<file path="src/rtl/cpu_bus_arbiter_pkg.sv">
// Shared definitions for the CPU bus arbiter: ownership state encodings,
// owner identifiers and active-low strobe / read-write level names.
package cpu_bus_arbiter_pkg;

  localparam logic ENABLE_  = 1'b0;
  localparam logic DISABLE_ = 1'b1;
  localparam logic READ     = 1'b1;
  localparam logic WRITE    = 1'b0;

  typedef enum logic [1:0] {
    ARB_ST_IDLE = 2'b00,
    ARB_ST_OWN0 = 2'b01,
    ARB_ST_OWN1 = 2'b10
  } arb_st_bus_e;

  typedef enum logic {
    ARB_OWNER_M0 = 1'b0,
    ARB_OWNER_M1 = 1'b1
  } arb_owner_e;

endpackage

</file>
<file path="src/rtl/cpu_bus_arbiter_if.sv">
// One master's side of the arbiter: request/strobe/address/data toward the
// arbiter, grant/ready/read data back. Two instances serve M0 and M1.
interface cpu_bus_arbiter_if #(
  parameter int ADDR_W = 30,
  parameter int DATA_W = 32
);
  logic              req_;
  logic              as_;
  logic              rw;
  logic [ADDR_W-1:0] addr;
  logic [DATA_W-1:0] wr_data;
  logic              grnt_;
  logic              rdy_;
  logic [DATA_W-1:0] rd_data;

  modport master (
    output req_, as_, rw, addr, wr_data,
    input  grnt_, rdy_, rd_data
  );

  modport slave (
    input  req_, as_, rw, addr, wr_data,
    output grnt_, rdy_, rd_data
  );
endinterface

</file>
<file path="src/rtl/cpu_bus_arbiter_arb_wdt.sv">
// Bus watchdog: counts owner wait cycles (strobe low, ready high), saturating
// at TMO_CYC, and raises a sticky bus_err that clears only on owner release.
module arb_wdt #(
  parameter int TMO_CYC = 255
) (
  input  logic clk,
  input  logic reset,
  input  logic run,
  input  logic clr,
  input  logic owner_release,
  output logic bus_err
);
  localparam int              CNT_W  = $clog2(TMO_CYC + 1);
  localparam logic [CNT_W-1:0] TMO_VAL = CNT_W'(TMO_CYC);
  localparam logic [CNT_W-1:0] TMO_M1  = CNT_W'(TMO_CYC - 1);

  logic [CNT_W-1:0] cnt_reg;
  logic             bus_err_reg;

  always_ff @(posedge clk or posedge reset) begin
    if (reset) begin
      cnt_reg     <= '0;
      bus_err_reg <= 1'b0;
    end else begin
      if (clr)
        cnt_reg <= '0;
      else if (run && cnt_reg != TMO_VAL)
        cnt_reg <= cnt_reg + 1'b1;

      // Error fires on the edge the count lands on TMO_CYC; release always wins.
      if (owner_release)
        bus_err_reg <= 1'b0;
      else if (run && !clr && cnt_reg == TMO_M1)
        bus_err_reg <= 1'b1;
    end
  end

  assign bus_err = bus_err_reg;
endmodule

</file>
<file path="src/rtl/cpu_bus_arbiter.sv">
// Two-master CPU bus arbiter (M0 = MEM load/store, M1 = IF fetch): ownership FSM,
// registered grants, owner-to-bus mux and watchdog. ARB_ROUND_ROBIN_EN selects round robin.
module cpu_bus_arbiter
  import cpu_bus_arbiter_pkg::*;
#(
  parameter int ADDR_W  = 30,
  parameter int DATA_W  = 32,
  parameter int TMO_CYC = 255
) (
  input  logic              clk,
  input  logic              reset,
  cpu_bus_arbiter_if.slave  m0,
  cpu_bus_arbiter_if.slave  m1,
  output logic [DATA_W-1:0] m_rd_data,
  output logic              s_as_,
  output logic              s_rw,
  output logic [ADDR_W-1:0] s_addr,
  output logic [DATA_W-1:0] s_wr_data,
  input  logic [DATA_W-1:0] s_rd_data,
  input  logic              s_rdy_,
  output logic              bus_err
);
  arb_st_bus_e state_reg, state_next;
  logic        m0_grnt_reg, m1_grnt_reg;
  logic        m0_want, m1_want;
  logic        wdt_run, wdt_clr, owner_release;

  assign m0_want = (m0.req_ == ENABLE_);
  assign m1_want = (m1.req_ == ENABLE_);

`ifdef ARB_ROUND_ROBIN_EN
  arb_owner_e last_owner_reg;

  always_ff @(posedge clk or posedge reset) begin
    if (reset)
      last_owner_reg <= ARB_OWNER_M1;
    else if (state_next != state_reg && state_next == ARB_ST_OWN0)
      last_owner_reg <= ARB_OWNER_M0;
    else if (state_next != state_reg && state_next == ARB_ST_OWN1)
      last_owner_reg <= ARB_OWNER_M1;
  end
`endif

  always_ff @(posedge clk or posedge reset) begin
    if (reset) begin
      state_reg   <= ARB_ST_IDLE;
      m0_grnt_reg <= DISABLE_;
      m1_grnt_reg <= DISABLE_;
    end else begin
      state_reg   <= state_next;
      m0_grnt_reg <= (state_next == ARB_ST_OWN0) ? ENABLE_ : DISABLE_;
      m1_grnt_reg <= (state_next == ARB_ST_OWN1) ? ENABLE_ : DISABLE_;
    end
  end

  always_comb begin
    state_next = state_reg;
    case (state_reg)
      ARB_ST_IDLE: begin
        if (m0_want && m1_want) begin
`ifdef ARB_ROUND_ROBIN_EN
          state_next = (last_owner_reg == ARB_OWNER_M0) ? ARB_ST_OWN1 : ARB_ST_OWN0;
`else
          state_next = ARB_ST_OWN0;
`endif
        end else if (m0_want) begin
          state_next = ARB_ST_OWN0;
        end else if (m1_want) begin
          state_next = ARB_ST_OWN1;
        end
      end
      // Release hands straight to a waiting peer, no idle bubble.
      ARB_ST_OWN0: if (!m0_want) state_next = m1_want ? ARB_ST_OWN1 : ARB_ST_IDLE;
      ARB_ST_OWN1: if (!m1_want) state_next = m0_want ? ARB_ST_OWN0 : ARB_ST_IDLE;
      default:     state_next = ARB_ST_IDLE;
    endcase
  end

  always_comb begin
    s_as_     = DISABLE_;
    s_rw      = READ;
    s_addr    = '0;
    s_wr_data = '0;
    case (state_reg)
      ARB_ST_OWN0: begin
        s_as_     = m0.as_;
        s_rw      = m0.rw;
        s_addr    = m0.addr;
        s_wr_data = m0.wr_data;
      end
      ARB_ST_OWN1: begin
        s_as_     = m1.as_;
        s_rw      = m1.rw;
        s_addr    = m1.addr;
        s_wr_data = m1.wr_data;
      end
      default: ;
    endcase
  end

  assign m0.grnt_   = m0_grnt_reg;
  assign m1.grnt_   = m1_grnt_reg;
  assign m0.rdy_    = (state_reg == ARB_ST_OWN0) ? s_rdy_ : DISABLE_;
  assign m1.rdy_    = (state_reg == ARB_ST_OWN1) ? s_rdy_ : DISABLE_;
  assign m0.rd_data = s_rd_data;
  assign m1.rd_data = s_rd_data;
  assign m_rd_data  = s_rd_data;

  assign wdt_run = (state_reg != ARB_ST_IDLE) && (s_as_ == ENABLE_) && (s_rdy_ == DISABLE_);
  assign wdt_clr = (s_rdy_ == ENABLE_) || (state_next != state_reg);
  assign owner_release = ((state_reg == ARB_ST_OWN0) && !m0_want) ||
                         ((state_reg == ARB_ST_OWN1) && !m1_want);

  arb_wdt #(
    .TMO_CYC (TMO_CYC)
  ) u_wdt (
    .clk           (clk),
    .reset         (reset),
    .run           (wdt_run),
    .clr           (wdt_clr),
    .owner_release (owner_release),
    .bus_err       (bus_err)
  );
endmodule

</file>
<file path="src/flat_wrapper.sv">
// flat-port wrapper written by rule: the top's interface ports become plain ports
module cpu_bus_arbiter_flat import cpu_bus_arbiter_pkg::*;
#(
  parameter int ADDR_W  = 30,
  parameter int DATA_W  = 32,
  parameter int TMO_CYC = 255
)
  (clk, reset, m_rd_data, s_as_, s_rw, s_addr, s_wr_data, s_rd_data, s_rdy_, bus_err, m0_req_, m0_as_, m0_rw, m0_addr, m0_wr_data, m0_grnt_, m0_rdy_, m0_rd_data, m1_req_, m1_as_, m1_rw, m1_addr, m1_wr_data, m1_grnt_, m1_rdy_, m1_rd_data);
  cpu_bus_arbiter_if #(.ADDR_W(ADDR_W), .DATA_W(DATA_W)) m0_i ();
  cpu_bus_arbiter_if #(.ADDR_W(ADDR_W), .DATA_W(DATA_W)) m1_i ();
  input  logic clk;
  input  logic reset;
  output logic [DATA_W-1:0] m_rd_data;
  output logic s_as_;
  output logic s_rw;
  output logic [ADDR_W-1:0] s_addr;
  output logic [DATA_W-1:0] s_wr_data;
  input  logic [DATA_W-1:0] s_rd_data;
  input  logic s_rdy_;
  output logic bus_err;
  input wire logic [$bits(m0_i.req_)-1:0] m0_req_;
  input wire logic [$bits(m0_i.as_)-1:0] m0_as_;
  input wire logic [$bits(m0_i.rw)-1:0] m0_rw;
  input wire logic [$bits(m0_i.addr)-1:0] m0_addr;
  input wire logic [$bits(m0_i.wr_data)-1:0] m0_wr_data;
  output wire logic [$bits(m0_i.grnt_)-1:0] m0_grnt_;
  output wire logic [$bits(m0_i.rdy_)-1:0] m0_rdy_;
  output wire logic [$bits(m0_i.rd_data)-1:0] m0_rd_data;
  input wire logic [$bits(m1_i.req_)-1:0] m1_req_;
  input wire logic [$bits(m1_i.as_)-1:0] m1_as_;
  input wire logic [$bits(m1_i.rw)-1:0] m1_rw;
  input wire logic [$bits(m1_i.addr)-1:0] m1_addr;
  input wire logic [$bits(m1_i.wr_data)-1:0] m1_wr_data;
  output wire logic [$bits(m1_i.grnt_)-1:0] m1_grnt_;
  output wire logic [$bits(m1_i.rdy_)-1:0] m1_rdy_;
  output wire logic [$bits(m1_i.rd_data)-1:0] m1_rd_data;
  assign m0_i.req_ = m0_req_;
  assign m0_i.as_ = m0_as_;
  assign m0_i.rw = m0_rw;
  assign m0_i.addr = m0_addr;
  assign m0_i.wr_data = m0_wr_data;
  assign m0_grnt_ = m0_i.grnt_;
  assign m0_rdy_ = m0_i.rdy_;
  assign m0_rd_data = m0_i.rd_data;
  assign m1_i.req_ = m1_req_;
  assign m1_i.as_ = m1_as_;
  assign m1_i.rw = m1_rw;
  assign m1_i.addr = m1_addr;
  assign m1_i.wr_data = m1_wr_data;
  assign m1_grnt_ = m1_i.grnt_;
  assign m1_rdy_ = m1_i.rdy_;
  assign m1_rd_data = m1_i.rd_data;
  cpu_bus_arbiter #(.ADDR_W(ADDR_W), .DATA_W(DATA_W), .TMO_CYC(TMO_CYC)) u_core (.clk(clk), .reset(reset), .m0(m0_i), .m1(m1_i), .m_rd_data(m_rd_data), .s_as_(s_as_), .s_rw(s_rw), .s_addr(s_addr), .s_wr_data(s_wr_data), .s_rd_data(s_rd_data), .s_rdy_(s_rdy_), .bus_err(bus_err));
endmodule
</file>
<file path="config.mk">
export PLATFORM = sky130hd
export DESIGN_NAME = cpu_bus_arbiter_flat
export DESIGN_NICKNAME = d
export VERILOG_FILES = /design/src/rtl/cpu_bus_arbiter_pkg.sv /design/src/rtl/cpu_bus_arbiter_if.sv /design/src/rtl/cpu_bus_arbiter_arb_wdt.sv /design/src/rtl/cpu_bus_arbiter.sv /design/src/flat_wrapper.sv
export SDC_FILE = /design/constraint.sdc
export NUM_CORES = 1
export LEC_CHECK = 0
export ABC_AREA = 0
export CORE_AREA = 2 2 128 130
export DETAILED_ROUTE_END_ITERATION = 8
export DIE_AREA = 0 0 130 132
export GPL_ROUTABILITY_DRIVEN = 0
export GPL_TIMING_DRIVEN = 0
export PLACE_DENSITY = 0.6
export SYNTH_ARGS = -nofsm -noshare
export SYNTH_HDL_FRONTEND = slang
export SYNTH_SLANG_ARGS = --single-unit
export TNS_END_PERCENT = 20
</file>
<file path="constraint.sdc">
create_clock -name clk -period 2.4 [get_ports clk]
set_input_delay 0.48 -clock clk [delete_from_list [all_inputs] [get_ports clk]]
set_output_delay 0.48 -clock clk [all_outputs]
set_load 0.02 [all_outputs]
</file>
# Yosys cells after proc, flatten, opt, wreduce, memory -nomap -nowiden

Index checks and enable logic that the tools add are counted.

$add $sub $neg: 1
$mul: 0
Div/mod/pow operators: 0
$lt $le $gt $ge: 0
Equality and inequality tests: 7
Shift-type cells: 0
Muxes and demuxes: 20
Bitwise logic cells: 4
Reduce and logical (&&, ||, !) cells: 15

Operators by type and width:

| operator                                                        | count |
|---|---|
| 32-bit one-hot mux with 2 select lines                          | 1 |
| 30-bit one-hot mux with 2 select lines                          | 1 |
| 8-bit 2-to-1 mux                                                | 2 |
| 2-bit 2-to-1 mux                                                | 6 |
| 8-bit by 1-bit adder with 8-bit output, second input constant   | 1 |
| 8-bit == test, second input constant                            | 1 |
| 1-bit logical AND                                               | 8 |
| 8-bit inequality test, second input constant                    | 1 |
| 1-bit 2-to-1 mux                                                | 7 |
| 2-bit one-hot mux with 3 select lines                           | 1 |
| 2-bit nonzero test                                              | 3 |
| 2-bit by 1-bit == test with 1-bit output, second input constant | 2 |
| 2-bit == test, second input constant                            | 2 |
| 1-bit inverter                                                  | 4 |
| 1-bit one-hot mux with 2 select lines                           | 2 |
| 2-bit logical NOT                                               | 1 |
| 1-bit logical OR                                                | 2 |
| 2-bit inequality test                                           | 1 |
| 1-bit logical NOT                                               | 1 |

Flip-flop bits (word level): 13
Latch bits: 0
Bits in writable memories: 0
ROM bits: 0
Bits of input ports: 165
Output and inout port bits: 165
Word-level logic and storage cells: 52
Memories kept: 0

# Longest topological paths before layout

Depth in word-level cells: 11
Mapped depth: 8
Depth with buffers taken out: 7

# Hierarchy

From an unflattened synthesis, not the netlist that was laid out.

Cells, all modules: 349
Area, all modules: 2623.8 um^2

By module, submodules not included:

| module          | instances | cells an instance | area each (um^2) |
|---|---|---|---|
| cpu_bus_arbiter | 1         | 294               | 2080.7 |
| arb_wdt         | 1         | 55                | 543.0 |

# Worst setup path after synthesis

No wires, ideal clock.

Kind: register to output
From: reg u_core.state_reg[0]
To: out s_addr[21]
Arrival time: 1.841 ns
Data required time: 1.920 ns
Setup slack: 0.079 ns
Stages on the path, launching flop included: 8
Buffers on the path: 3
Cells stage by stage: dfrtp_1 -> inv_1 -> ha_1 -> buf_2 -> clkbuf_1 -> buf_1 -> a22oi_1 -> nor2b_1

Cells in the longest elaborated chain, start to end: 2
Elaborated cells between the ends (all ways): 3
Those cells by class: eq/ne (2); mux (1)

Ends and longest elaborated chain:

| item                                                                             | line                  | RTL |
|---|---|---|
| start: declaration                                                               | cpu_bus_arbiter.sv:23 | `arb_st_bus_e state_reg, state_next;` |
| start signal: assignment                                                         | cpu_bus_arbiter.sv:50 | `state_reg <= state_next;` |
| 2-bit == test / 2-bit by 1-bit == test with 1-bit output (equally long branches) | cpu_bus_arbiter.sv:84 | `case (state_reg)` |
| 30-bit one-hot mux with 2 select lines (*)                                       | cpu_bus_arbiter.sv:84 |  |
| end: declaration                                                                 | flat_wrapper.sv:16    | `output logic [ADDR_W-1:0] s_addr;` |

Every way passes the cells marked *; elsewhere a longest branch is shown, timed or not.

# Worst setup path after layout

From: reg u_core.state_reg[1]
To: out s_addr[6]

The elaborated chain is that of the path after synthesis.

==> out/metrics.yaml <==
status: "complete, no violations"
h-tree-depth: 1
largest_reg_flops: 8
cts_tree: "done"
p_int_mw: 2.24
slowest_delay_ns: 0.39
syn-cell-area_um2: 2630
start_util: 0.167
synth.yosys.warnings: 0
slew-limit-headroom: 0.664
synth_ff_type: "dfrtp_1"
synth_top_area_frac: 0.275
syn-instance-count: 342
synth_edf_count: 0
fin_crit_ns: 2.40
first_pass_iters: 6
nFillCells: 1650
antenna_found_initial: 0
synthTopCellsByArea: "buf_4 27%, a22oi_1 18%, nor2b_1 15%"
seqPwrFrac: 0.066
synth_cell_types: 41
drc: 0
arrival_ns: 1.92
critPathSlowestCell: "dfrtp_2"
clk-insertion-delay-late_ns: 0.24
hold_end: "u_core.u_wdt.bus_err"
dieArea_um2: 17200
design_area_um2: 5900
die_y_um: 132
hold_class: "flip-flop to flip-flop"
p_comb_frac: 0.863
ir_drop_uv: 313
fin_util: 0.376
avgSynthCellArea_um2: 7.68
rows: 46
reg2reg_slack_ns: 0.46
rr_startpoint: "u_core.state_reg[1]"
final_cell_mix: "230 x clkdlybuf4s50_1, 109 x buf_4, 62 x nor2b_1, 62 x a22oi_1, 48 x buf_2"
drtIter0Drc: 132
pin_count: 330
tightestPinTransition_ns: 0.503
pre_cts_slack_ns: -1.29
worst_setup_path_start_kind: "flip-flop"
finalSetupViolations: 0
crit_type: "flip-flop to output port"
grt_pass1_vias: 3558
wl_per_cell_um: 15.1
place_hpwl_um: 11200
clock_sinks: 13
overflow: 0
n_antenna_cell: 0
crit_required_ns: 1.92
cts_root_buf: "clkbuf_16"
period_share: 0.998
place_area_um2: 5860
crit_chain: "inv_1, ha_2, clkbuf_8, clkbuf_4, nor2b_1, clkdlybuf4s15_2"
cts_made_buffers: 3
fin_worst_skew_ns: 0.00302
grt_pass1_wl_um: 18600
clock_power_share: 0.072
final_common_cell: "clkdlybuf4s50_1"
vias: 3562
routed_via_density: 4.14
regToRegEndpoint: "u_core.u_wdt.cnt_reg[1]"
synth_top_cell_by_area: "buf_4"
cp_max_fo: 10
syn_to_final_growth_pct: 125
core_area_um2: 15700
grt_max_degree: 14
path_clk_slew_ns: 0.05
async_flop_share: 1.00
leakage_nw: 2.46
rsz0062_at_grt: "yes"
synth-seq-cells: 13
cp-end-kind: "output port"
ant_nets: 0
wirelength_um: 13000
hold_viol_final: 0
cap_violations: 0
drv_slew: 0
num-nets-final: 817
max_freq_mhz: 417
drive_gt1_frac: 0.322
syn-num-nets: 513
io_buffers: 296
setup_ws_ns: 0.00417
holdBufCountCts: 0
fp.dieW_um: 130
seq_area_frac_synth: 0.125
holdCritStartpoint: "u_core.u_wdt.bus_err"
clockBufferDepth: 2
sw_frac_of_total: 0.488
powerDensity_nw_per_um2: 740
tns_ns: 0
r2r_cells: 7
whs_path_depth: 2
p_switching_mw: 2.13
track_usage: 0.137
==> kinds of logic after synthesis <==
| group | share of synthesized area |
|---|---|
| buffers and inverters | 0.316 |
| AND/OR/NAND/NOR | 0.263 |
| AO/OA/AOI/OAI | 0.241 |
| flip-flops | 0.125 |
| XOR/XNOR | 0.0234 |
| adder cells (fa/ha/maj) | 0.0286 |
| multiplexers | 0.00381 |
==> metrics by stage <==
step                      hold slack, ns  std cells  power, mW
final                              0.502        861       4.37
after global routing               0.543        861       4.68
after CTS                          0.506        860       4.44
after detailed placement           0.495        854       4.07
after global placement             0.506        854       4.04
after floorplan                    0.356        342       2.41
==> routing by layer <==
metal  track usage  wire, µm  vias to the layer above
li1              -         -                     1706
met1         0.150      4810                     1669
met2         0.269      6910                      181
met3        0.0296      1230                        6
met4        0.0161        77                        0
met5             0         0                        -
==> Yosys cell counts (2+ instances only) <==
| master | number |
|---|---|
| a21oi_1 | 9 |
| o21ai_0 | 2 |
| xnor2_1 | 6 |
| nand3_1 | 2 |
| buf_2 | 2 |
| buf_4 | 96 |
| a22oi_2 | 2 |
| nor3_1 | 3 |
| nand4b_1 | 2 |
| nor2b_1 | 64 |
| dfstp_2 | 2 |
| and2b_1 | 3 |
| dfrtp_1 | 11 |
| nand4_1 | 3 |
| nand2b_1 | 3 |
| nand4_4 | 2 |
| nand2_1 | 14 |
| nor2_1 | 2 |
| clkbuf_1 | 14 |
| a22oi_1 | 64 |
| inv_1 | 5 |
| ha_1 | 6 |
| buf_1 | 7 |
==> area by class of cell <==
class | instances | area, µm² | area share
multi-input cells | 205 | 1500 | 0.254
well taps | 216 | 270 | 0.0458
repair buffers | 299 | 2750 | 0.465
plain buffers | 119 | 956 | 0.162
flip-flops and latches | 13 | 330 | 0.0560
clock buffers | 3 | 75.1 | 0.0127
clock inverters | 1 | 5.00 | 0.000848
inverters | 5 | 21.3 | 0.00360
==> what timing repair did <==
action / CTS / global route
endpoints found under the hold margin: 0 / 0
setup endpoints to repair: 66 / 61
cloned: 0 / 0
gates resized for setup: 265 / 56
buffers inserted: 2 / 1
==> how the worst max path moves through the flow <==
stage | start | end | cells after the start
finish | u_core.state_reg[1] | s_addr[6] | 6
global route | u_core.state_reg[1] | s_addr[6] | 6
CTS | u_core.state_reg[1] | s_addr[2] | 7
detailed placement | u_core.state_reg[0] | s_addr[24] | 8
global placement | u_core.state_reg[0] | s_addr[24] | 8
floorplan | u_core.state_reg[0] | s_addr[21] | 7
==> power groups by stage <==
stage / registers (mW) / clock network [mW] / logic [mW]
3_3_place_gp: 0.301 / 0 / 3.74
3_5_place_dp: 0.303 / 0 / 3.77
2_1_floorplan: 0.315 / 0 / 2.09
5_1_grt: 0.289 / 0.331 / 4.06
6_report: 0.286 / 0.314 / 3.77
4_1_cts: 0.285 / 0.318 / 3.83
==> worst max-delay path: cells and delay by family, from the launching register on <==
kind	cells	cell delay, ns
buffers and inverters	4	0.75
DFF	1	0.39
adders and majority gates	1	0.39
and+or+nand+nor	1	0.14
Power figures use the tool's default switching activity.
